==> config.mk <==
export PLATFORM = sky130hd
export DESIGN_NAME = switch_event_scheduler
export DESIGN_NICKNAME = d
export VERILOG_FILES = /design/src/rtl/switch_event_scheduler_pkg.sv /design/src/rtl/switch_event_scheduler_rr_arbiter.sv /design/src/rtl/switch_event_scheduler.sv
export SDC_FILE = /design/constraint.sdc
export NUM_CORES = 1
export LEC_CHECK = 0
export BUFFER_PORTS_ARGS = -buffer_cell sky130_fd_sc_hd__buf_2
export CAP_MARGIN = 20
export CORE_MARGIN = 2
export CORE_UTILIZATION = 47
export CTS_BUF_LIST = sky130_fd_sc_hd__clkbuf_4
export DETAILED_ROUTE_END_ITERATION = 6
export PLACE_DENSITY = 0.72
export SYNTH_ARGS = -nofsm -noshare
export SYNTH_HDL_FRONTEND = slang
export SYNTH_HIERARCHICAL = 1
export SYNTH_SLANG_ARGS = --single-unit
==> constraint.sdc <==
create_clock -name clk -period 3.8 [get_ports clk]
set_clock_uncertainty 0.15 [all_clocks]
set_input_delay 0.38 -clock clk [delete_from_list [all_inputs] [get_ports clk]]
set_output_delay 0.38 -clock clk [all_outputs]
set_load 0.02 [all_outputs]
==> src/rtl/switch_event_scheduler_pkg.sv <==
// ---------------------------------------------------------------------------
// switch_evt_pkg
// Shared types and helpers for switch_event_scheduler and its arbiter.
//   EVT_PRESS / EVT_REL : event type encoding driven on o_evt_rel
//   state_e             : offer FSM states (ST_IDLE, ST_OFFER)
//   rr_next()           : round-robin pointer advance with wrap at n-1 -> 0
// ---------------------------------------------------------------------------
package switch_evt_pkg;

   localparam logic EVT_PRESS = 1'b0;
   localparam logic EVT_REL   = 1'b1;

   typedef enum logic {
      ST_IDLE,
      ST_OFFER
   } state_e;

   function automatic int unsigned rr_next(input int unsigned idx,
                                           input int unsigned n);
      return (idx + 1 >= n) ? 0 : idx + 1;
   endfunction

endpackage

==> src/rtl/switch_event_scheduler_rr_arbiter.sv <==
// ---------------------------------------------------------------------------
// rr_arbiter
// Combinational round-robin arbiter. The search starts at ptr_i and wraps
// from N-1 back to 0; the first set request found wins.
// Ports:
//   req_i     [N-1:0] request lines
//   ptr_i     [W-1:0] highest-priority line for this search
//   gnt_o     [N-1:0] one-hot grant (all zero when no request)
//   gnt_idx_o [W-1:0] index of the granted line
//   any_req_o         at least one request is set
// ---------------------------------------------------------------------------
module rr_arbiter #(
   parameter int unsigned N = 4,
   parameter int unsigned W = (N > 1) ? $clog2(N) : 1
) (
   input  logic [N-1:0] req_i,
   input  logic [W-1:0] ptr_i,
   output logic [N-1:0] gnt_o,
   output logic [W-1:0] gnt_idx_o,
   output logic         any_req_o
);

   logic           found;
   int unsigned    j;
   logic [W-1:0]   jw;

   always_comb begin
      gnt_o     = '0;
      gnt_idx_o = '0;
      found     = 1'b0;
      j         = 0;
      jw        = '0;
      for (int unsigned i = 0; i < N; i++) begin
         j = 32'(ptr_i) + i;
         if (j >= N) j = j - N;
         jw = W'(j);
         if (!found && req_i[jw]) begin
            found         = 1'b1;
            gnt_o[jw]     = 1'b1;
            gnt_idx_o     = jw;
         end
      end
   end

   assign any_req_o = |req_i;

endmodule

==> src/rtl/switch_event_scheduler.sv <==
// ---------------------------------------------------------------------------
// switch_event_scheduler
// Turns debounced switch level changes into discrete events, latches one
// pending event per switch (and type), and serialises them onto a single
// valid/ready event port through a round-robin arbiter.
// Ports:
//   clk          system clock
//   rst_n        synchronous active-low reset
//   i_sw         [N_SW-1:0] debounced switch levels, 1 = pressed
//   o_evt_valid  event offered
//   i_evt_ready  consumer accepts (transfer on valid && ready)
//   o_evt_idx    [IDX_W-1:0] switch index of the offered event
//   o_evt_rel    0 = press, 1 = release
//   o_overrun    sticky: an edge arrived while the same event was pending
// Build option:
//   SWITCH_EVENT_SCHEDULER_RELEASE_EVT_EN - also report falling edges as
//   release events (lines interleaved press0, rel0, press1, rel1, ...).
//   Undefined: press events only, o_evt_rel tied to 0.
// ---------------------------------------------------------------------------
module switch_event_scheduler
   import switch_evt_pkg::*;
#(
   parameter int unsigned N_SW  = 4,
   parameter int unsigned IDX_W = $clog2(N_SW)
) (
   input  logic             clk,
   input  logic             rst_n,
   input  logic [N_SW-1:0]  i_sw,
   output logic             o_evt_valid,
   input  logic             i_evt_ready,
   output logic [IDX_W-1:0] o_evt_idx,
   output logic             o_evt_rel,
   output logic             o_overrun
);

`ifdef SWITCH_EVENT_SCHEDULER_RELEASE_EVT_EN
   localparam int unsigned N_LN = 2 * N_SW;
`else
   localparam int unsigned N_LN = N_SW;
`endif
   localparam int unsigned LN_W = $clog2(N_LN);

   logic [N_SW-1:0]  prev_q;
   logic [N_SW-1:0]  press_q, press_d;
   logic [N_SW-1:0]  rise;
   logic [N_SW-1:0]  clr_press;

   logic [N_LN-1:0]  req;
   logic [N_LN-1:0]  gnt;
   logic [N_LN-1:0]  win_oh_q;
   logic [N_LN-1:0]  clr_ln;
   logic [LN_W-1:0]  gnt_idx;
   logic [LN_W-1:0]  win_q;
   logic [LN_W-1:0]  ptr_q, ptr_d;
   logic             any_req;

   state_e           state_q;
   logic             valid_q;
   logic [IDX_W-1:0] idx_q;
   logic             ovr_q, ovr_d;
   logic             accept;
   logic             take;

   assign rise   = i_sw & ~prev_q;
   assign accept = valid_q & i_evt_ready;
   // A new winner is picked only from idle or at the moment of transfer.
   assign take   = (state_q == ST_IDLE) | accept;
   assign clr_ln = accept ? win_oh_q : '0;
   assign ptr_d  = accept ? LN_W'(rr_next(32'(win_q), N_LN)) : ptr_q;

`ifdef SWITCH_EVENT_SCHEDULER_RELEASE_EVT_EN
   logic [N_SW-1:0] rel_q, rel_d;
   logic [N_SW-1:0] fall;
   logic [N_SW-1:0] clr_rel;
   logic            evt_rel_q;

   assign fall = ~i_sw & prev_q;

   // Release request is held off while the press of the same switch is
   // pending so the press is always delivered first.
   for (genvar k = 0; k < N_SW; k++) begin : g_lines
      assign clr_press[k]  = clr_ln[2*k];
      assign clr_rel[k]    = clr_ln[2*k+1];
      assign req[2*k]      = press_d[k];
      assign req[2*k+1]    = rel_d[k] & ~press_d[k];
   end
`else
   assign clr_press = clr_ln;
   assign req       = press_d;
`endif

   // Next pending state: a new edge overrides the clear of the accepted line;
   // an edge on a line that stays pending is dropped and flagged.
   always_comb begin
      press_d = (press_q & ~clr_press) | rise;
      ovr_d   = ovr_q | (|(rise & press_q & ~clr_press));
`ifdef SWITCH_EVENT_SCHEDULER_RELEASE_EVT_EN
      rel_d   = (rel_q & ~clr_rel) | fall;
      ovr_d   = ovr_d | (|(fall & rel_q & ~clr_rel));
`endif
   end

   // Arbitrate over next-cycle pending state so a fresh edge is offered on
   // the same edge that latches it.
   rr_arbiter #(
      .N (N_LN),
      .W (LN_W)
   ) u_arb (
      .req_i     (req),
      .ptr_i     (ptr_d),
      .gnt_o     (gnt),
      .gnt_idx_o (gnt_idx),
      .any_req_o (any_req)
   );

   always_ff @(posedge clk) begin
      if (!rst_n) begin
         prev_q    <= i_sw;
         press_q   <= '0;
         ptr_q     <= '0;
         ovr_q     <= 1'b0;
         state_q   <= ST_IDLE;
         valid_q   <= 1'b0;
         idx_q     <= '0;
         win_q     <= '0;
         win_oh_q  <= '0;
`ifdef SWITCH_EVENT_SCHEDULER_RELEASE_EVT_EN
         rel_q     <= '0;
         evt_rel_q <= EVT_PRESS;
`endif
      end else begin
         prev_q  <= i_sw;
         press_q <= press_d;
         ptr_q   <= ptr_d;
         ovr_q   <= ovr_d;
`ifdef SWITCH_EVENT_SCHEDULER_RELEASE_EVT_EN
         rel_q   <= rel_d;
`endif
         if (take) begin
            if (any_req) begin
               state_q  <= ST_OFFER;
               valid_q  <= 1'b1;
               win_q    <= gnt_idx;
               win_oh_q <= gnt;
`ifdef SWITCH_EVENT_SCHEDULER_RELEASE_EVT_EN
               idx_q     <= IDX_W'(gnt_idx >> 1);
               evt_rel_q <= gnt_idx[0] ? EVT_REL : EVT_PRESS;
`else
               idx_q     <= IDX_W'(gnt_idx);
`endif
            end else begin
               state_q <= ST_IDLE;
               valid_q <= 1'b0;
            end
         end
      end
   end

   assign o_evt_valid = valid_q;
   assign o_evt_idx   = idx_q;
   assign o_overrun   = ovr_q;
`ifdef SWITCH_EVENT_SCHEDULER_RELEASE_EVT_EN
   assign o_evt_rel   = evt_rel_q;
`else
   assign o_evt_rel   = EVT_PRESS;
`endif

endmodule
==> results.ini <==
[yosys]
synth-seq-cells = 18
ys_types = 35
synth_warnings = 6
ys_seq_area_share_pct = 32.8
syn_nets = 134
syn_area_mm2 = 0.00110
synth_edf_count = 0
synth_ff_type = dfxtp_1
avgSynthCellArea_um2 = 9.07
synthArstFlopShare_pct = 0
netlist_instances = 121

[timing]
fmax_mhz = 324
maxSlewViolCount = 0
rsz0062_at_grt = false
setup_viol = 0
min_period_over_period_pct = 81.1
fin_crit_ns = 3.08
finalHoldViolCount = 0
layout_setup_ws_ns = 0.718
tns_ns = 0

[routing]
vias_per_cell = 5.86
num_vias = 937
ant_nets = 0
drt_iter0_drc = 33
drc = 0
wl_um = 2330
post_drt_wl_per_cell_um = 14.6
first_pass_iters = 4

[floorplan]
fp.coreArea_mm2 = 0.00221
ios = 12
rows = 17
die-area_mm2 = 0.00274
initial_utilization_pct = 49.6
die_h_um = 52.3
fp.dieW_um = 52.3

[placement]
globalplace.congestion = 0.759
dp_slack_ns = 0.712
port_buffers = 10
post-place-cells = 156
place_area_mm2 = 0.00117
hpwl_um = 1760

[critical_path]
path_buf_inv = 1
arrival_ns = 3.15
path_class = reg2reg
r2r_cells = 10
critical_path.top_delay_family = simple AND/OR/NAND/NOR gates
crit_path_cell_trace = ha_1 -> or3_4 -> nand2_1 -> buf_4 -> mux4_2 -> nor4b_4 -> a22oi_1 -> o21ai_0 -> nand3_1 -> a21oi_1
path_max_fanout = 14
r2r_end = win_oh_q[2]
startpoint_type = flop
critical-path-max-stage-delay_ns = 0.67
crit_slowest_cell = mux4_2
crit_path_start = win_q[0]
regToRegSetupSlack_ns = 0.72
cp.required_ns = 3.87
endpoint_kind = flop
rr_startpoint = win_q[0]

[global_route]
antenna_found_initial = 0
grt_pass1_vias = 852
grt.overflow.total = 0
track_usage_pct = 19.1
grt_pass1_wl_um = 3860
grt_max_degree = 15

[layout]
drive_above_1_share_pct = 17.4
ff_latch_area_um2 = 360
nNetsFinal = 146
final_common_cell = dfxtp_1
multi_input_area_um2 = 697
finalInstanceArea_mm2 = 0.00119
num-fill-cells = 215
syn2layout_area_growth_pct = 8.89
layout_common_cells = dfxtp_1, nand3_1, o21ai_0
diodes = 0
fin_util_pct = 54.0
final_cells = 160

[pwr]
vdd_drop_max_uv = 315
switching_share_pct = 38.0
switchingPower_uw = 218
p_int_uw = 355
p_clk_share_pct = 17.2
comb_power_share_pct = 43.3
p_leak_nw = 0.493
p_seq_share_pct = 39.5
p_per_area_mw_per_mm2 = 479

[clock_network]
postCtsHoldBufs = 0
cts.clk_slew.worst_paths_ns = 0.10
clkSinkCount = 18
cts_buffers = 3
ctsResizeCount = 0
cts_root_buf = clkbuf_4
htreeDepth = 1
insertion_delay_ns = 0.29
post_cts_buffers = 0
cts_buffer_depth = 2
cts_tree = done

[status]
status = complete, no violations

[hold_path]
hold_path_class = in2reg
worstHoldStart = i_sw[3]
hold_end = prev_q[3]
hold_depth = 1

[flow_run]
maxCapViolations = 0

-- worst max-delay path by stage --
stage / cells after the start / endpoint / slack (ns)
finish: 10 / win_oh_q[2] / 0.72
global route: 11 / win_oh_q[1] / 0.48
CTS: 10 / win_oh_q[2] / 0.74
detailed placement: 11 / win_oh_q[2] / 0.71
global placement: 12 / win_oh_q[1] / 0.82
floorplan: 12 / win_oh_q[1] / 0.64
-- area by class of cell --
cell class,count,share of cell area (%)
timing repair buffer,11,4.82
multi-input combinational,94,58.3
inverter,5,1.57
sequential,18,30.2
clock inverter,1,0.314
tap,28,2.93
clock buffer,3,1.88
-- worst register-to-register path, cell delays in order (launching register included) --
cell and delay (ns):
dfxtp_1 0.36, ha_1 0.20, or3_4 0.37, nand2_1 0.09, buf_4 0.21, mux4_2 0.67, nor4b_4 0.41, a22oi_1 0.13
o21ai_0 0.12, nand3_1 0.11, a21oi_1 0.18
-- synth_stat cells (2+ instances only) --
| library cell | count | share of area [%] |
|---|---|---|
| buf_2 | 2 | 0.91 |
| dfxtp_1 | 18 | 33 |
| a21o_1 | 5 | 3.4 |
| a21oi_1 | 7 | 3.2 |
| and2_1 | 5 | 2.9 |
| nand2_1 | 2 | 0.68 |
| nand3_1 | 14 | 6.4 |
| o21ai_0 | 12 | 5.5 |
| inv_1 | 4 | 1.4 |
| ha_1 | 6 | 6.8 |
| nor2_1 | 5 | 1.7 |
| a22oi_1 | 8 | 5.5 |
| nor2b_1 | 7 | 4.0 |
| nand2b_1 | 2 | 1.1 |
| mux4_2 | 4 | 8.2 |
-- metal layers --
layer	part of all wire (%)	vias up	wire length (µm)	GRT usage, %
met4	0.39	0	9	1.28
met2	49	21	1140	34.0
met3	3.0	2	70	5.14
li1	-	472	-	-
met1	48	442	1120	24.1
met5	0	-	0	0
-- kinds of logic after synthesis --
family                   after synthesis  share of synthesized area (%)
multiplexers                           6                           10.5
buffers and inverters                  9                           3.65
other                                  1                          0.342
adder cells (fa/ha/maj)                6                           6.84
AO/OA/AOI/OAI                         40                           23.1
AND/OR/NAND/NOR                       41                           22.7
flip-flops                            18                           32.8
-- power groups by stage --
stage               clock network (mW)  logic, mW  registers, mW
detailed placement                   0      0.247          0.230
CTS                             0.0985      0.248          0.225
global placement                     0      0.239          0.228
global route                     0.109      0.276          0.228
finish                          0.0984      0.248          0.226
floorplan                            0      0.189          0.234
-- flip-flops by register name, indices dropped and copies added (netlist names) --
name	flops
win_oh_q	4
press_q	4
o_overrun	1
o_evt_valid	1
ptr_q	2
win_q	2
prev_q	4
-- stage by stage --
stage               power (mW)  hold WS (ns)
finish                   0.573        0.0410
detailed placement       0.476         0.311
global route             0.613        0.0334
global placement         0.467         0.316
CTS                      0.571        0.0364
floorplan                0.423         0.258
No activity file was read; power rests on OpenSTA's default activity.
